<file path="config.mk">
export PLATFORM = sky130hd
export DESIGN_NAME = digit_unit_seq
export DESIGN_NICKNAME = d
export VERILOG_FILES = /design/src/rtl/digit_pkg.sv /design/src/rtl/bcd_serial_conv.sv /design/src/rtl/digit_unit_seq.sv
export SDC_FILE = /design/constraint.sdc
export NUM_CORES = 1
export LEC_CHECK = 0
export CORE_MARGIN = 8
export CORE_UTILIZATION = 55
export DETAILED_ROUTE_END_ITERATION = 6
export PLACE_DENSITY = 0.78
export SKIP_CTS_REPAIR_TIMING = 1
export SLEW_MARGIN = 10
export SYNTH_ARGS = -nofsm -noshare
export SYNTH_HDL_FRONTEND = slang
export SYNTH_SLANG_ARGS = --single-unit
</file>
<file path="constraint.sdc">
create_clock -name clk -period 12.25 [get_ports clk]
set_clock_uncertainty 0.05 [all_clocks]
set_input_delay 2.45 -clock clk [delete_from_list [all_inputs] [get_ports clk]]
set_output_delay 2.45 -clock clk [all_outputs]
set_load 0.01 [all_outputs]
</file>
<file path="src/rtl/digit_pkg.sv">
// digit_pkg: shared definitions for the decimal digit unit.
//   op_e     : request opcode (OP_DGT extracts a digit, OP_DST sets a digit)
//   state_e  : sequencing FSM states of digit_unit_seq
//   pow10(i) : 10^i as an elaboration-time constant, used for the shift-add
//              digit weights and for MAXVAL
package digit_pkg;

  typedef enum logic {
    OP_DGT = 1'b0,
    OP_DST = 1'b1
  } op_e;

  typedef enum logic [1:0] {
    IDLE = 2'd0,
    CONV = 2'd1,
    CALC = 2'd2,
    DONE = 2'd3
  } state_e;

  function automatic int unsigned pow10(input int unsigned i);
    int unsigned p;
    p = 1;
    for (int unsigned k = 0; k < i; k++) p = p * 10;
    return p;
  endfunction

endpackage

</file>
<file path="src/rtl/bcd_serial_conv.sv">
// bcd_serial_conv: serial double-dabble binary-to-BCD converter.
//   clk, rst_n : clock, asynchronous active-low reset
//   start      : load bin and clear the BCD register (one-cycle pulse)
//   bin        : unsigned binary value, must be <= 10^DIGITS-1
//   bcd        : packed BCD result, digit i at bcd[4*i +: 4]
//   done       : high once all W bits have been shifted, until next start
// One add-3-then-shift step per cycle; W steps after start.
module bcd_serial_conv
  import digit_pkg::*;
#(
  parameter int W      = 11,
  parameter int DIGITS = 3
) (
  input  logic                  clk,
  input  logic                  rst_n,
  input  logic                  start,
  input  logic [W-1:0]          bin,
  output logic [4*DIGITS-1:0]   bcd,
  output logic                  done
);

  localparam int BCD_W = 4 * DIGITS;
  localparam int CNT_W = (W > 1) ? $clog2(W) : 1;

  logic [CNT_W-1:0]     cnt;
  logic                 busy;
  logic [W-1:0]         bin_sr;
  logic [BCD_W-1:0]     bcd_q;
  logic [BCD_W+W-1:0]   shift_nxt;

  // Any nibble >= 5 would overflow past 9 when doubled; pre-add 3 so the
  // carry lands in the next decimal digit after the shift.
  function automatic logic [BCD_W-1:0] add3(input logic [BCD_W-1:0] b);
    logic [BCD_W-1:0] r;
    r = b;
    for (int i = 0; i < DIGITS; i++) begin
      if (b[4*i +: 4] >= 4'd5) r[4*i +: 4] = b[4*i +: 4] + 4'd3;
    end
    return r;
  endfunction

  assign shift_nxt = {add3(bcd_q), bin_sr} << 1;

  always_ff @(posedge clk or negedge rst_n) begin
    if (!rst_n) begin
      busy <= 1'b0;
      done <= 1'b0;
      cnt  <= '0;
    end else if (start) begin
      busy <= 1'b1;
      done <= 1'b0;
      cnt  <= '0;
    end else if (busy) begin
      cnt <= cnt + CNT_W'(1);
      if (cnt == CNT_W'(W - 1)) begin
        busy <= 1'b0;
        done <= 1'b1;
      end
    end
  end

  always_ff @(posedge clk) begin
    if (start) begin
      bin_sr <= bin;
      bcd_q  <= '0;
    end else if (busy) begin
      {bcd_q, bin_sr} <= shift_nxt;
    end
  end

  assign bcd = bcd_q;

endmodule

</file>
<file path="src/rtl/digit_unit_seq.sv">
// digit_unit_seq: multi-cycle decimal digit unit (DGT extract / DST set)
// on signed accumulators of DIGITS decimal digits.
//   clk, rst_n          : clock, asynchronous active-low reset
//   req_valid/req_ready : request handshake; ready only while idle
//   req_op              : 0 = DGT, 1 = DST
//   req_acc             : signed accumulator (magnitude saturates to MAXVAL)
//   req_arg1            : signed digit index, 0 = units, negative = out of range
//   req_arg2            : new digit value for DST, clamped to 0..9
//   rsp_valid/rsp_ready : response handshake; rsp_data held until accepted
//   rsp_data            : signed result
//   rsp_err             : only with DIGIT_UNIT_ERR_EN defined; flags index out
//                         of range, clamped digit or saturated accumulator
// Optional feature macro: DIGIT_UNIT_ERR_EN.
// Response appears W+2 cycles after the accepting edge.
module digit_unit_seq
  import digit_pkg::*;
#(
  parameter int W      = 11,
  parameter int DIGITS = 3
) (
  input  logic                clk,
  input  logic                rst_n,
  input  logic                req_valid,
  output logic                req_ready,
  input  logic                req_op,
  input  logic signed [W-1:0] req_acc,
  input  logic signed [W-1:0] req_arg1,
  input  logic signed [W-1:0] req_arg2,
  output logic                rsp_valid,
  input  logic                rsp_ready,
`ifdef DIGIT_UNIT_ERR_EN
  output logic                rsp_err,
`endif
  output logic signed [W-1:0] rsp_data
);

  localparam int MAXVAL = int'(pow10(DIGITS)) - 1;
  localparam int IDX_W  = (DIGITS > 1) ? $clog2(DIGITS) : 1;
  localparam int BCD_W  = 4 * DIGITS;

  state_e               state, state_nxt;
  logic                 accept;
  logic                 arg1_ok;
  logic [W:0]           acc_abs;
  logic [W-1:0]         acc_mag;
  logic                 conv_done;
  logic [BCD_W-1:0]     bcd;

  op_e                  op_q;
  logic [IDX_W-1:0]     idx_q;
  logic                 oor_q;
  logic [3:0]           arg2_q;
  logic                 sign_q;
  logic [W-1:0]         mag_q;

  logic [W:0]           sum;
  logic [3:0]           sel;
  logic [3:0]           d;
  logic [W-1:0]         res_mag;
  logic signed [W-1:0]  calc_res;

  // |v| in W+1 bits so the most negative input does not wrap.
  function automatic logic [W:0] abs_ext(input logic signed [W-1:0] v);
    if (v[W-1]) return {1'b0, ~v} + (W+1)'(1);
    return {1'b0, v};
  endfunction

  function automatic logic [W-1:0] sat_mag(input logic [W:0] a);
    if (a > (W+1)'(MAXVAL)) return W'(MAXVAL);
    return a[W-1:0];
  endfunction

  function automatic logic [3:0] clamp_digit(input logic signed [W-1:0] v);
    if (v[W-1]) return 4'd0;
    if ($unsigned(v) > W'(9)) return 4'd9;
    return v[3:0];
  endfunction

  assign accept  = (state == IDLE) && req_valid;
  assign arg1_ok = !req_arg1[W-1] && ($unsigned(req_arg1) < W'(DIGITS));
  assign acc_abs = abs_ext(req_acc);
  assign acc_mag = sat_mag(acc_abs);

  // Capture on accept; the converter is loaded on the same edge.
  always_ff @(posedge clk) begin
    if (accept) begin
      op_q   <= op_e'(req_op);
      idx_q  <= req_arg1[IDX_W-1:0];
      oor_q  <= !arg1_ok;
      arg2_q <= clamp_digit(req_arg2);
      sign_q <= req_acc[W-1];
      mag_q  <= acc_mag;
    end
  end

`ifdef DIGIT_UNIT_ERR_EN
  logic err_q;

  always_ff @(posedge clk or negedge rst_n) begin
    if (!rst_n)
      err_q <= 1'b0;
    else if (accept)
      err_q <= !arg1_ok || req_arg2[W-1] || ($unsigned(req_arg2) > W'(9))
               || (acc_abs > (W+1)'(MAXVAL));
  end

  assign rsp_err = err_q;
`endif

  bcd_serial_conv #(
    .W      (W),
    .DIGITS (DIGITS)
  ) u_conv (
    .clk   (clk),
    .rst_n (rst_n),
    .start (accept),
    .bin   (acc_mag),
    .bcd   (bcd),
    .done  (conv_done)
  );

  always_ff @(posedge clk or negedge rst_n) begin
    if (!rst_n) state <= IDLE;
    else        state <= state_nxt;
  end

  always_comb begin
    state_nxt = state;
    case (state)
      IDLE:    if (req_valid) state_nxt = CONV;
      CONV:    if (conv_done) state_nxt = CALC;
      CALC:    state_nxt = DONE;
      DONE:    if (rsp_ready) state_nxt = IDLE;
      default: state_nxt = IDLE;
    endcase
  end

  // Result: digit weights are constants, so each product is a shift-add.
  // Magnitude is at most MAXVAL, so a zero magnitude negates to zero.
  always_comb begin
    sum = '0;
    sel = '0;
    d   = '0;
    for (int i = 0; i < DIGITS; i++) begin
      d = bcd[4*i +: 4];
      if (!oor_q && (idx_q == IDX_W'(i))) begin
        sel = d;
        if (op_q == OP_DST) d = arg2_q;
      end
      sum = sum + (W+1)'(d) * (W+1)'(pow10(i));
    end
    if (oor_q) res_mag = (op_q == OP_DST) ? mag_q : '0;
    else       res_mag = (op_q == OP_DST) ? W'(sum) : W'(sel);
    calc_res = sign_q ? -$signed(res_mag) : $signed(res_mag);
  end

  always_ff @(posedge clk or negedge rst_n) begin
    if (!rst_n)              rsp_data <= '0;
    else if (state == CALC)  rsp_data <= calc_res;
  end

  assign req_ready = (state == IDLE);
  assign rsp_valid = (state == DONE);

endmodule

</file>
-- Word level (Yosys, flattened, before mapping)
Cells that the tools add are included.
- shift-type cells: 0
- reduce and logical (&&, ||, !) cells: 14
- bitwise operators: 1
- divide/modulo/power cells: 0
- $add $sub $neg: 8
- mux-type cells: 45
- multipliers: 2
- eq/ne operators: 9
- $lt $le $gt $ge: 6
- operators with widths (kind ; count):
    11-bit 2-to-1 mux ; 8
    4-bit 2-to-1 mux ; 17
    12-bit 2-to-1 mux ; 2
    1-bit 2-to-1 mux ; 13
    11-bit by 1-bit adder with 12-bit output, second input constant ; 1
    4-bit by 3-bit greater-or-equal comparator with 1-bit output, second input constant ; 3
    12-bit by 10-bit greater-than comparator with 1-bit output, second input constant ; 1
    9-bit by 11-bit adder with 11-bit output ; 1
    11-bit by 4-bit greater-than comparator with 1-bit output, second input constant ; 1
    11-bit by 2-bit < comparator with 1-bit output, second input constant ; 1
    11-bit negation ; 1
    11-bit NOT ; 1
    4-bit by 8-bit adder with 9-bit output ; 1
    4-bit by 5-bit multiplier with 9-bit output, second input constant ; 1
    4-bit by 2-bit adder with 4-bit output, second input constant ; 2
    2-bit case mux with 4 select lines ; 1
    4-bit by 3-bit multiplier with 7-bit output, second input constant ; 1
    2-bit equality test, second input constant ; 3
    2-bit 2-to-1 mux ; 3
    1-bit logical AND ; 5
    4-bit by 1-bit adder with 4-bit output, second input constant ; 1
    2-bit by 1-bit equality test with 1-bit output, second input constant ; 2
    4-bit equality test, second input constant ; 1
    2-bit zero test ; 2
    8 further kinds ; 12
- memories: 0
- bits in writable memories: 0
- ROM bits: 0
- word-level logic and storage cells: 98
- bits of input ports: 38
- register bits: 62
- latch bits: 0
- output and inout bits: 13

-- Longest topological paths before layout
Gate-level depths: netlist (run 1).
- depth in word-level cells: 10
- mapped depth: 19
- depth with buffers taken out: 18

-- Cells and area by module
From an unflattened synthesis (run 1), not the netlist that was laid out.
- cell total of the unflattened synthesis: 438
- area total of the unflattened synthesis: 4346.7 um^2
- by module, submodules not included (module ; area an instance (um^2) ; seq. area each (um^2) ; cells an instance ; instances):
    digit_unit_seq ; 2889.0 ; 925.9 ; 301 ; 1
    bcd_serial_conv ; 1457.6 ; 720.7 ; 137 ; 1

-- Least setup slack after synthesis (run 1)
No wires, ideal clock.
- kind: reg2reg
- from: reg oor_q
- to: reg rsp_data[10]
- path slack: 7506 ps
- cell stages (with the launch flop): 19
- clock period less this slack: 4744 ps
- arrival: 4568 ps
- library setup time: 126 ps
- buffers on the path: 1
- required time: 12074 ps
- cell sequence: edfxtp_1 nand2b_1 buf_6 nor2b_1 mux2i_1 inv_1 ha_1 ha_1 fa_1 xnor2_1 ha_1 ha_1 and3_1 a221oi_2 xor2_1 o21ai_1 o41ai_4 o21ai_1 a221o_1
- cells in the longest elaborated chain, start to end: 10
- elaborated cells on any way between the ends: 18
- classes of those cells: add/sub (3); mul (2); mux (9); reduce/logical (4)
- RTL lines (item ; line ; text):
    from (decl) ; digit_unit_seq.sv:51 ; logic oor_q;
    from (signal assigned) ; digit_unit_seq.sv:89 ; oor_q <= !arg1_ok;
    1-bit zero test ; digit_unit_seq.sv:146 ; if (!oor_q && (idx_q == IDX_W'(i))) begin
    1-bit logical AND ; digit_unit_seq.sv:146 ;
    4-bit 2-to-1 mux ; digit_unit_seq.sv:146 ;
    4-bit by 3-bit multiplier with 7-bit output ; digit_unit_seq.sv:150 ; sum = sum + (W+1)'(d) * (W+1)'(pow10(i));
    4-bit by 8-bit adder with 9-bit output ; digit_unit_seq.sv:150 ;
    9-bit by 11-bit adder with 11-bit output ; digit_unit_seq.sv:150 ;
    11-bit 2-to-1 mux ; digit_unit_seq.sv:153 ; else res_mag = (op_q == OP_DST) ? W'(sum) : W'(sel);
    11-bit 2-to-1 mux (*) ; digit_unit_seq.sv:152 ; if (oor_q) res_mag = (op_q == OP_DST) ? mag_q : '0;
    11-bit negation ; digit_unit_seq.sv:154 ; calc_res = sign_q ? -$signed(res_mag) : $signed(res_mag);
    11-bit 2-to-1 mux (*) ; digit_unit_seq.sv:154 ;
    to (signal assigned) ; digit_unit_seq.sv:159 ; else if (state == CALC) rsp_data <= calc_res;
    to (decl) ; digit_unit_seq.sv:34 ; output logic signed [W-1:0] rsp_data
Every way passes the cells marked *; elsewhere a longest branch is shown, timed or not.
A chain may end at the register's enable or synchronous reset.

-- Worst setup path in the final report (run 1)
Ends and elaborated chain as after synthesis.

==> summary.md, run 1 <==
| Metric | Value |
|---|---|
| Synth top cells by count | `nand2_1 (44), nor2_1 (42), ha_1 (39)` |
| Pin count of the biggest net entering global routing | `49` |
| Final Max Slew Viols | `0` |
| RR Startpoint | `oor_q` |
| Critical-path maximum fanout | `15` |
| Fin worst setup slack | `6.75 ns` |
| Worst setup SP type | `flop` |
| Max_cap viols | `0` |
| Status | `complete, no violations` |
| Yosys reg bits | `62` |
| Worst Path Arrival | `5.68 ns` |
| Class of the worst hold path | `flop to flop` |
| Global-route usage over all layers | `17.8%` |
| Number of flops mapped to enable cells by yosys | `31` |
| Avg Vias per Cell | `5.69` |
| Inserted Diodes | `0` |
| Final Hold Fails | `0` |
| WS Path Type | `flop to flop` |
| Ports | `51` |
| Share of the synthesized area in the top cell type | `21.0%` |
| RSZ-0062 raised after global routing | `false` |
| Crit path largest cell delay | `0.59 ns` |
| Num rows | `32` |
| Internal Pwr Total | `700 uW` |
| Worst hold path stage count | `2` |
| Die area | `11200 um^2` |
| Port bufs | `50` |
| Reg clk slew, reported paths | `0.07 ns` |
| DIE HEIGHT | `106 um` |
| Pwr Density | `227 nW/um^2` |
| Synthesized net count | `542` |
| TritonCTS clock tree | `done` |
| Hold EP | `u_conv.bcd[0]` |
| Die W | `106 um` |
| Crit-path cells | `nand2b_1 > nor2b_1 > mux2i_1 > inv_1 > ha_1 > ha_1 > fa_1 > xnor2_1 > ha_1 > ha_1 > and3_1 > a221oi_2 > xor2_1 > o21ai_1 > o41ai_4 > o21ai_1 > a221o_1` |
| FF-to-FF End | `rsp_data[10]` |
| Final setup viols | `0` |
| Start point of the worst hold path | `u_conv.bin_sr[10]` |
| Crit path max-delay family | `adder cells` |
| Starting density of the core | `57.0%` |
| Layout Nets | `589` |
| Ratio of cells with drive above 1 in the final layout | `8.20%` |
| Top FF cell, synth | `edfxtp_1` |
| Count leader, synth | `nand2_1` |
| Cell area after synthesis | `4430 um^2` |
| Setup TNS Final | `0 ns` |
| DR pass1 iterations | `4` |
| Register area share after synthesis | `37.2%` |
| Syn Area/Cell | `9.63 um^2` |
| Slew margin rel. | `35.9%` |
| Reg2Reg Depth | `17` |
| DRT iter0 DRCs | `137` |
| Logic pwr share | `51.0%` |
| WP depth | `17` |
| Global route overflow | `0` |
| CP endpoint kind | `flop` |
| CP max-delay cell | `edfxtp_1` |
| Period minus WS final | `5.50 ns` |
| TritonCTS Buffers | `9` |
| RD Place Congestion | `0.916` |
| Area growth from synthesis to layout | `17.4%` |
| Final HPWL DP | `7220 um` |
| WHS | `0.456 ns` |
| Sink Count | `62` |
| Sequential Power Share | `32.2%` |
| Initial antenna violation count | `0` |
| Clk Latency, worst-skew pair | `0.34 ns` |
| Vias in the first global route | `3541` |
| Main area contributors after synthesis | `edfxtp_1 (21%), ha_1 (11%), dfrtp_1 (11%)` |
| Most used cell, CP | `ha_1` |
| Yosys cell types | `74` |
| Post-route DRC | `0` |
| Post-Syn Instances | `460` |
| Sw power | `481 uW` |
| First-pass GRT wire length | `16400 um` |
| Slew @ Worst Pin | `0.959 ns` |
| CTS Root Cell | `clkbuf_8` |
| Yosys top cell by area | `edfxtp_1` |
| Buf+Inv Stages, Crit Path | `1` |
| Pre-CTS setup slack | `6.75 ns` |
| Sw Ratio | `40.8%` |
| Fmax | `182 MHz` |
| Drt wl/cell | `15.4 um` |
| Vias | `3493` |
| Number of routed nets with antenna violations | `0` |
| Async SR Flop Fraction | `30.6%` |
| Peak supply drop | `118 uV` |
| Clk pwr share | `16.8%` |
| LEAKAGE | `0.00229 uW` |
| R2R setup slack | `6.75 ns` |
| Detailed-route wire length | `9450 um` |
| CP required | `12.43 ns` |
| Post-route clock period utilization | `44.9%` |
| Max clock buf depth | `2` |
| Ys Warns | `0` |
| Core area | `7770 um^2` |
| Htree depth | `3` |
per-layer routing:
layer	vias up	global-route usage (%)	share of wire, %
li1	1728	-	-
met1	1671	21.6	45
met2	80	30.2	49
met3	14	4.26	4.0
met4	0	5.83	1.8
met5	-	0	0
power by group through the flow:
stage	Clock (uW)	Sequential (uW)	Combinational [uW]
final	198	380	603
after CTS	200	379	604
after global routing	210	390	681
after detailed placement	0	382	595
after global placement	0	378	576
after floorplan	0	363	450
area by class of cell:
class	instances	area, um^2
Inverter	37	139
Sequential cell	62	1650
Fill cell	611	2570
Clock inverter	4	51.3
Tap cell	102	128
Multi-Input combinational cell	346	2550
Clock buffer	12	176
Timing Repair Buffer	51	508
worst max-delay path by stage:
stage / startpoint / endpoint / slack, ns
CTS: oor_q / rsp_data[10] / 6.75
global route: oor_q / rsp_data[7] / 6.39
finish: oor_q / rsp_data[10] / 6.75
global placement: oor_q / rsp_data[10] / 7.00
floorplan: oor_q / rsp_data[10] / 7.51
detailed placement: oor_q / rsp_data[7] / 6.75
flip-flops by register name, summed over array words and instances (netlist names):
register       count
u_conv.cnt         4
state              2
oor_q              1
idx_q              2
op_q               1
u_conv.bin_sr     11
mag_q             11
rsp_data          11
u_conv.bcd        12
u_conv.busy        1
arg2_q             4
sign_q             1
u_conv.done        1
cells by family after synthesis:
family | Yosys count | synth area share, %
DFF | 62 | 37.2
xor gates and xnor gates | 30 | 5.93
AOI/OAI and AO/OA | 107 | 17.2
other | 1 | 0.0847
muxes | 22 | 5.34
buffers and inverters | 52 | 5.20
and+or+nand+nor | 142 | 15.8
adders and majority gates | 44 | 13.3
worst register-to-register path: cells and delay by family (launching register included):
kind                       cells  cell delay, ns
adders and majority gates      5            1.61
AOI/OAI and AO/OA              5            1.29
and+or+nand+nor                3            1.05
DFF                            1            0.59
muxes                          1            0.39
xor gates and xnor gates       2            0.35
buffers and inverters          1            0.08
stage by stage:
stage	total power, uW	util, %	area [um^2]	instances
5_1_grt	1280	66.9	5200	614
6_report	1180	66.9	5200	614
2_1_floorplan	813	-	4430	460
3_3_place_gp	954	64.0	4970	598
4_1_cts	1180	66.9	5200	614
3_5_place_dp	977	64.0	4970	598
cells in the final DEF, fill, tap and decap left out, types with 18 or more instances in the layout:
master,n
ha_1,39
xnor2_1,18
dfrtp_1,19
nor2_1,42
nand2_1,44
inv_1,37
o21ai_0,22
clkdlybuf4s50_1,50
a21oi_1,26
edfxtp_1,31
Note: power is estimated with default switching activity, not from simulation.
==> run 2: changes to the inputs <==
==> constraint.sdc (replaced) <==
create_clock -name clk -period 5.6 [get_ports clk]
set_clock_uncertainty 0.05 [all_clocks]
set_input_delay 1.12 -clock clk [delete_from_list [all_inputs] [get_ports clk]]
set_output_delay 1.12 -clock clk [all_outputs]
set_load 0.01 [all_outputs]
==> run 2 against run 1 <==
Against the previous run: sequential power up 120%; critical path depth unchanged; sequential share of layout area shrank 0.13 points; clock-buffer cell count unchanged; utilization is 0.27 points higher; clock power is 120% higher; worst setup slack worse by 6.3 ns; design area increased by 0.41%; total power up 120%; cell count up 0.49%; via count shrank 0.80%; largest cell class unchanged; highest routed layer unchanged.
==> summary.md, run 2 (same netlist as run 1, synthesis figures left out) <==
| Metric | Value |
|---|---|
| Port bufs | `50 (unchanged)` |
| Starting density of the core | `57.0% (unchanged)` |
| # fillers | `617 (was 611)` |
| Most used cell, CP | `ha_1 (unchanged)` |
| Ratio of cells with drive above 1 in the final layout | `8.74% (was 8.20%)` |
| Final Hold Fails | `0 (unchanged)` |
| Vias in the first global route | `3541 (unchanged)` |
| TritonCTS Buffers | `9 (unchanged)` |
| Slew margin rel. | `35.4% (was 35.9%)` |
| Final setup viols | `0 (unchanged)` |
| Slew @ Worst Pin | `0.966 ns (was 0.959 ns)` |
| Setup TNS Final | `0 ns (unchanged)` |
| Worst setup SP type | `flop (unchanged)` |
| Number of routed nets with antenna violations | `0 (unchanged)` |
| Max_cap viols | `0 (unchanged)` |
| Period minus WS final | `5.17 ns (was 5.50 ns)` |
| Critical-path maximum fanout | `9 (was 15)` |
| CP endpoint kind | `flop (unchanged)` |
| Worst Path Arrival | `5.35 ns (was 5.68 ns)` |
| Global route overflow | `0 (unchanged)` |
| Start point of the worst hold path | `u_conv.bin_sr[10] (unchanged)` |
| Fmax | `193 MHz (was 182 MHz)` |
| CTS Root Cell | `clkbuf_8 (unchanged)` |
| Max reg flops | `12 (unchanged)` |
| Die area | `11200 um^2 (unchanged)` |
| Detailed-route wire length | `9470 um (was 9450 um)` |
| CP required | `5.78 ns (was 12.43 ns)` |
| First-pass GRT wire length | `16400 um (about the same)` |
| Core area | `7770 um^2 (unchanged)` |
| Status | `complete, no violations (unchanged)` |
| Layout Nets | `592 (was 589)` |
| WS Path Type | `flop to flop (unchanged)` |
| Peak supply drop | `226 uV (was 118 uV)` |
| Post-route DRC | `0 (unchanged)` |
| Avg Vias per Cell | `5.62 (was 5.69)` |
| DIE HEIGHT | `106 um (unchanged)` |
| Pin count of the biggest net entering global routing | `42 (was 49)` |
| Class of the worst hold path | `flop to flop (unchanged)` |
| Global-route usage over all layers | `17.8% (about the same)` |
| Crit-path cells | `nor2b_4 > nor2b_1 > mux2i_1 > inv_1 > ha_1 > ha_1 > fa_1 > xnor2_1 > ha_1 > ha_1 > and3_1 > a221oi_2 > xor2_1 > o21ai_1 > o41ai_4 > o21ai_1 > a221o_1 (was nand2b_1 > nor2b_1 > mux2i_1 > inv_1 > ha_1 > ha_1 > fa_1 > xnor2_1 > ha_1 > ha_1 > and3_1 > a221oi_2 > xor2_1 > o21ai_1 > o41ai_4 > o21ai_1 > a221o_1)` |
| CP Launch Point | `idx_q[0] (was oor_q)` |
| Ports | `51 (unchanged)` |
| End-of-flow core utilization | `67.2% (was 66.9%)` |
| Sink Count | `62 (unchanged)` |
| Max clock buf depth | `2 (unchanged)` |
| RD Place Congestion | `0.855 (was 0.916)` |
| Drt wl/cell | `15.4 um (about the same)` |
| RR Startpoint | `idx_q[0] (was oor_q)` |
| Inserted Diodes | `0 (unchanged)` |
| Most frequent cells in the layout | `clkdlybuf4s50_1 (50), nand2_1 (44), nor2_1 (42), ha_1 (39), inv_1 (37) (unchanged)` |
| Clk Latency, worst-skew pair | `0.35 ns (was 0.34 ns)` |
| CP max-delay cell | `edfxtp_1 (unchanged)` |
| DRT iter0 DRCs | `133 (was 137)` |
| Post-route clock period utilization | `92.4% (was 44.9%)` |
| Reg clk slew, reported paths | `0.07 ns (about the same)` |
| Initial antenna violation count | `0 (unchanged)` |
| Htree depth | `3 (unchanged)` |
| Die W | `106 um (unchanged)` |
| Area growth from synthesis to layout | `17.9% (was 17.4%)` |
| LEAKAGE | `0.00231 uW (was 0.00229 uW)` |
| DR pass1 iterations | `4 (unchanged)` |
| Most common cell after layout, fill and taps aside | `clkdlybuf4s50_1 (unchanged)` |
| WHS | `0.456 ns (about the same)` |
| RSZ-0062 raised after global routing | `false (unchanged)` |
| Num rows | `32 (unchanged)` |
| Vias | `3465 (was 3493)` |
| Pwr Density | `495 nW/um^2 (was 227 nW/um^2)` |
| Final Max Slew Viols | `0 (unchanged)` |
| Final HPWL DP | `7300 um (was 7220 um)` |
| TritonCTS clock tree | `done (unchanged)` |
| Crit path largest cell delay | `0.53 ns (was 0.59 ns)` |
[run 2: changes by cell type in the layout (fill, tap and decap cells not counted)]
cell        previous run  this run
clkinvlp_4             1         0
buf_4                  1         4
inv_4                  0         1
[run 2: path summary, 6_finish.rpt]
path                                  to  slack (ns)  cells after the start
max                         rsp_data[10]        0.43                     17
min                        u_conv.bcd[0]        0.46                      2
max reg2reg                 rsp_data[10]        0.43                     17
min reg2reg                u_conv.bcd[0]        0.46                      2
max in group asynchronous    rsp_data[5]        3.64                      1
min in group asynchronous  u_conv.cnt[2]        1.25                      1
[run 2: cell type report]
class	count	area, um^2	share of cell area [%]
clock buffer	12	176	3.38
clock inverter	4	50.0	0.959
inverter	37	139	2.66
multi-input combinational	346	2550	48.9
sequential	62	1650	31.5
tap	102	128	2.44
timing repair buffer	54	531	10.2
[run 2: report_power, final]
part	internal [uW]	total (uW)	switching (uW)
Sequential	680	828	148
Clock	257	435	178
Combinational	596	1320	725
Total	1530	2580	1050
[run 2: routing by layer]
layer  track usage (%)  part of all wire [%]
met5                 0                     0
met4              8.44                   1.5
met3              3.23                   4.0
met2              30.3                    50
met1              21.2                    45
[run 2: critical path, delay by kind of cell, from the launching register on]
kind                     cells  cell delay [ns]
adder cells (fa/ha/maj)      5             1.56
AO/OA/AOI/OAI                5             1.26
AND/OR/NAND/NOR              3             0.80
flip-flops                   1             0.53
multiplexers                 1             0.39
XOR/XNOR                     2             0.39
buffers and inverters        1             0.08
[run 2: through the flow]
| stage | std cells | instance area, um^2 | setup slack [ns] | power [uW] |
|---|---|---|---|---|
| after floorplan | 460 | 4430 | 0.856 | 1780 |
| after global placement | 601 | 4990 | 0.688 | 2080 |
| after detailed placement | 601 | 4990 | 0.473 | 2150 |
| after CTS | 617 | 5220 | 0.441 | 2590 |
| after global routing | 617 | 5220 | 0.0549 | 2800 |
| final | 617 | 5220 | 0.426 | 2580 |
==> run 3: changes to the inputs <==
--- a/config.mk
+++ b/config.mk
@@ -7,10 +7,13 @@
 export LEC_CHECK = 0
 export CORE_MARGIN = 8
 export CORE_UTILIZATION = 55
+export CTS_CLUSTER_DIAMETER = 50
 export DETAILED_ROUTE_END_ITERATION = 6
+export GPL_TIMING_DRIVEN = 0
 export PLACE_DENSITY = 0.78
 export SKIP_CTS_REPAIR_TIMING = 1
 export SLEW_MARGIN = 10
 export SYNTH_ARGS = -nofsm -noshare
 export SYNTH_HDL_FRONTEND = slang
 export SYNTH_SLANG_ARGS = --single-unit
+export TNS_END_PERCENT = 20
==> run 3 against run 2 <==
Against the previous run: register-to-register slack worse by 0.05 ns; worst setup slack worse by 0.046 ns; flip-flop and latch count stayed put; clock-buffer cell count is 2 lower; total power is 1.5% lower; clock power is 14% lower; cell count is 1.8% higher; design area is 0.53% higher.
==> summary.md, run 3 (same netlist as run 1, synthesis figures left out) <==
| Metric | Value |
|---|---|
| Final Hold Fails | `0 (unchanged)` |
| Vias in the first global route | `3599 (was 3541)` |
| Fin worst setup slack | `0.380 ns (was 0.426 ns)` |
| Worst Path Arrival | `5.40 ns (was 5.35 ns)` |
| Worst setup SP type | `flop (unchanged)` |
| Crit path largest cell delay | `0.57 ns (was 0.53 ns)` |
| First-pass GRT wire length | `16800 um (was 16400 um)` |
| Area growth from synthesis to layout | `18.5% (was 17.9%)` |
| RD Place Congestion | `0.848 (was 0.855)` |
| Vias | `3517 (was 3465)` |
| CP endpoint kind | `flop (unchanged)` |
| DIE HEIGHT | `106 um (unchanged)` |
| Die area | `11200 um^2 (unchanged)` |
| Pwr Density | `485 nW/um^2 (was 495 nW/um^2)` |
| DR pass1 iterations | `5 (was 4)` |
| Slew margin rel. | `37.3% (was 35.4%)` |
| CTS Root Cell | `clkbuf_8 (unchanged)` |
| Die W | `106 um (unchanged)` |
| Final HPWL DP | `7650 um (was 7300 um)` |
| Buf+Inv Stages, Crit Path | `2 (was 1)` |
| Pin count of the biggest net entering global routing | `30 (was 42)` |
| TritonCTS clock tree | `done (unchanged)` |
| Critical-path maximum fanout | `9 (unchanged)` |
| CP max-delay cell | `o31ai_1 (was edfxtp_1)` |
| Initial antenna violation count | `0 (unchanged)` |
| Peak supply drop | `212 uV (was 226 uV)` |
| WS Path Type | `flop to flop (unchanged)` |
| Global route overflow | `0 (unchanged)` |
| Pre-CTS setup slack | `0.424 ns (was 0.473 ns)` |
| Slew @ Worst Pin | `0.937 ns (was 0.966 ns)` |
| Status | `complete, no violations (unchanged)` |
| Core area | `7770 um^2 (unchanged)` |
| Max_cap viols | `0 (unchanged)` |
| Detailed-route wire length | `9680 um (was 9470 um)` |
| Reg clk slew, reported paths | `0.08 ns (was 0.07 ns)` |
| Most common cell after layout, fill and taps aside | `clkdlybuf4s50_1 (unchanged)` |
| Final Max Slew Viols | `0 (unchanged)` |
| R2R setup slack | `0.38 ns (was 0.43 ns)` |
| Post-route DRC | `0 (unchanged)` |
| LEAKAGE | `0.00231 uW (about the same)` |
| # fillers | `611 (was 617)` |
| Ratio of cells with drive above 1 in the final layout | `9.32% (was 8.74%)` |
| Global-route usage over all layers | `18.2% (was 17.8%)` |
| Sink Count | `62 (unchanged)` |
| Clk Latency, worst-skew pair | `0.34 ns (was 0.35 ns)` |
| Most used cell, CP | `ha_1 (unchanged)` |
| Max clock buf depth | `2 (unchanged)` |
| Avg Vias per Cell | `5.60 (was 5.62)` |
| Ports | `51 (unchanged)` |
| CP required | `5.78 ns (about the same)` |
| Crit-path cells | `nand2b_1 > buf_6 > nor2b_1 > mux2i_1 > inv_1 > ha_1 > ha_1 > fa_1 > xnor2_1 > ha_1 > ha_1 > and2_1 > a22o_1 > o31ai_1 > nand3b_1 > o21ai_1 > xnor2_1 > mux2_2 (was nor2b_4 > nor2b_1 > mux2i_1 > inv_1 > ha_1 > ha_1 > fa_1 > xnor2_1 > ha_1 > ha_1 > and3_1 > a221oi_2 > xor2_1 > o21ai_1 > o41ai_4 > o21ai_1 > a221o_1)` |
| Port bufs | `50 (unchanged)` |
| TritonCTS Buffers | `9 (unchanged)` |
| Most frequent cells in the layout | `clkdlybuf4s50_1 (50), nand2_1 (44), nor2_1 (42), ha_1 (39), inv_1 (37) (unchanged)` |
| Final setup viols | `0 (unchanged)` |
| Inserted Diodes | `0 (unchanged)` |
| Drt wl/cell | `15.4 um (about the same)` |
| Setup TNS Final | `0 ns (unchanged)` |
| Starting density of the core | `57.0% (unchanged)` |
| Num rows | `32 (unchanged)` |
| Crit path max-delay family | `adder cells (unchanged)` |
| Htree depth | `3 (unchanged)` |
| Period minus WS final | `5.22 ns (was 5.17 ns)` |
| Post-route clock period utilization | `93.2% (was 92.4%)` |
| Layout Nets | `603 (was 592)` |
| RSZ-0062 raised after global routing | `false (unchanged)` |
| Fmax | `192 MHz (was 193 MHz)` |
| DRT iter0 DRCs | `137 (was 133)` |
| Number of routed nets with antenna violations | `0 (unchanged)` |
| Max reg flops | `12 (unchanged)` |
| Class of the worst hold path | `flop to flop (unchanged)` |
==> run 3: cell types whose count changed in the layout (fill, tap and decap cells not counted), sizes merged <==
cell and change:
clkbuf +7, clkinvlp +3, bufinv -1, clkinv -1, inv +1, buf +2
==> run 3: final timing paths <==
kind,startpoint,cells past startpoint,endpoint
worst max-delay path,oor_q,18,rsp_data[7]
worst min-delay path,u_conv.bin_sr[10],2,u_conv.bcd[0]
worst max register to register,oor_q,18,rsp_data[7]
worst min register to register,u_conv.bin_sr[10],2,u_conv.bcd[0]
max in group asynchronous,rst_n,1,rsp_data[4]
min in group asynchronous,rst_n,1,u_conv.busy
==> run 3: layout make-up <==
class                      instances  area, um^2  area share, %
timing repair buffer              50         500           9.54
sequential                        62        1650           31.4
multi-input combinational        346        2550           48.6
clock inverter                     6        42.5          0.810
buffer                            15        92.6           1.76
inverter                          37         139           2.65
tap                              102         128           2.43
clock buffer                      10         149           2.84
==> run 3: where the power goes <==
part	leakage, uW	internal, uW	switching [uW]	total, uW
logic	0.00159	606	757	1360
clock network	0.0000904	188	188	376
registers	0.000628	680	126	806
total	0.00231	1470	1070	2540
==> run 3: through the flow <==
step                cells  area [um^2]  hold WS [ns]  utilization, %  power [uW]
global placement      612         5060         0.421            65.1        2110
CTS                   628         5250         0.448            67.6        2560
finish                628         5250         0.454            67.6        2540
floorplan             460         4430         0.405               -        1780
detailed placement    612         5060         0.427            65.1        2170
global route          628         5250         0.479            67.6        2770
==> run 3: per-layer routing <==
| metal | share of wire [%] | global-route usage (%) |
|---|---|---|
| met2 | 50 | 31.3 |
| met4 | 1.9 | 8.14 |
| met5 | 0 | 0 |
| met3 | 4.4 | 4.02 |
| met1 | 43 | 21.3 |
==> run 3: worst register-to-register path: stages, from the launching register on <==
cell and delay (ns):
edfxtp_1 0.49, nand2b_1 0.20, buf_6 0.14, nor2b_1 0.33, mux2i_1 0.38, inv_1 0.08, ha_1 0.30, ha_1 0.22
fa_1 0.38, xnor2_1 0.14, ha_1 0.30, ha_1 0.39, and2_1 0.18, a22o_1 0.20, o31ai_1 0.57, nand3b_1 0.22
o21ai_1 0.09, xnor2_1 0.13, mux2_2 0.27
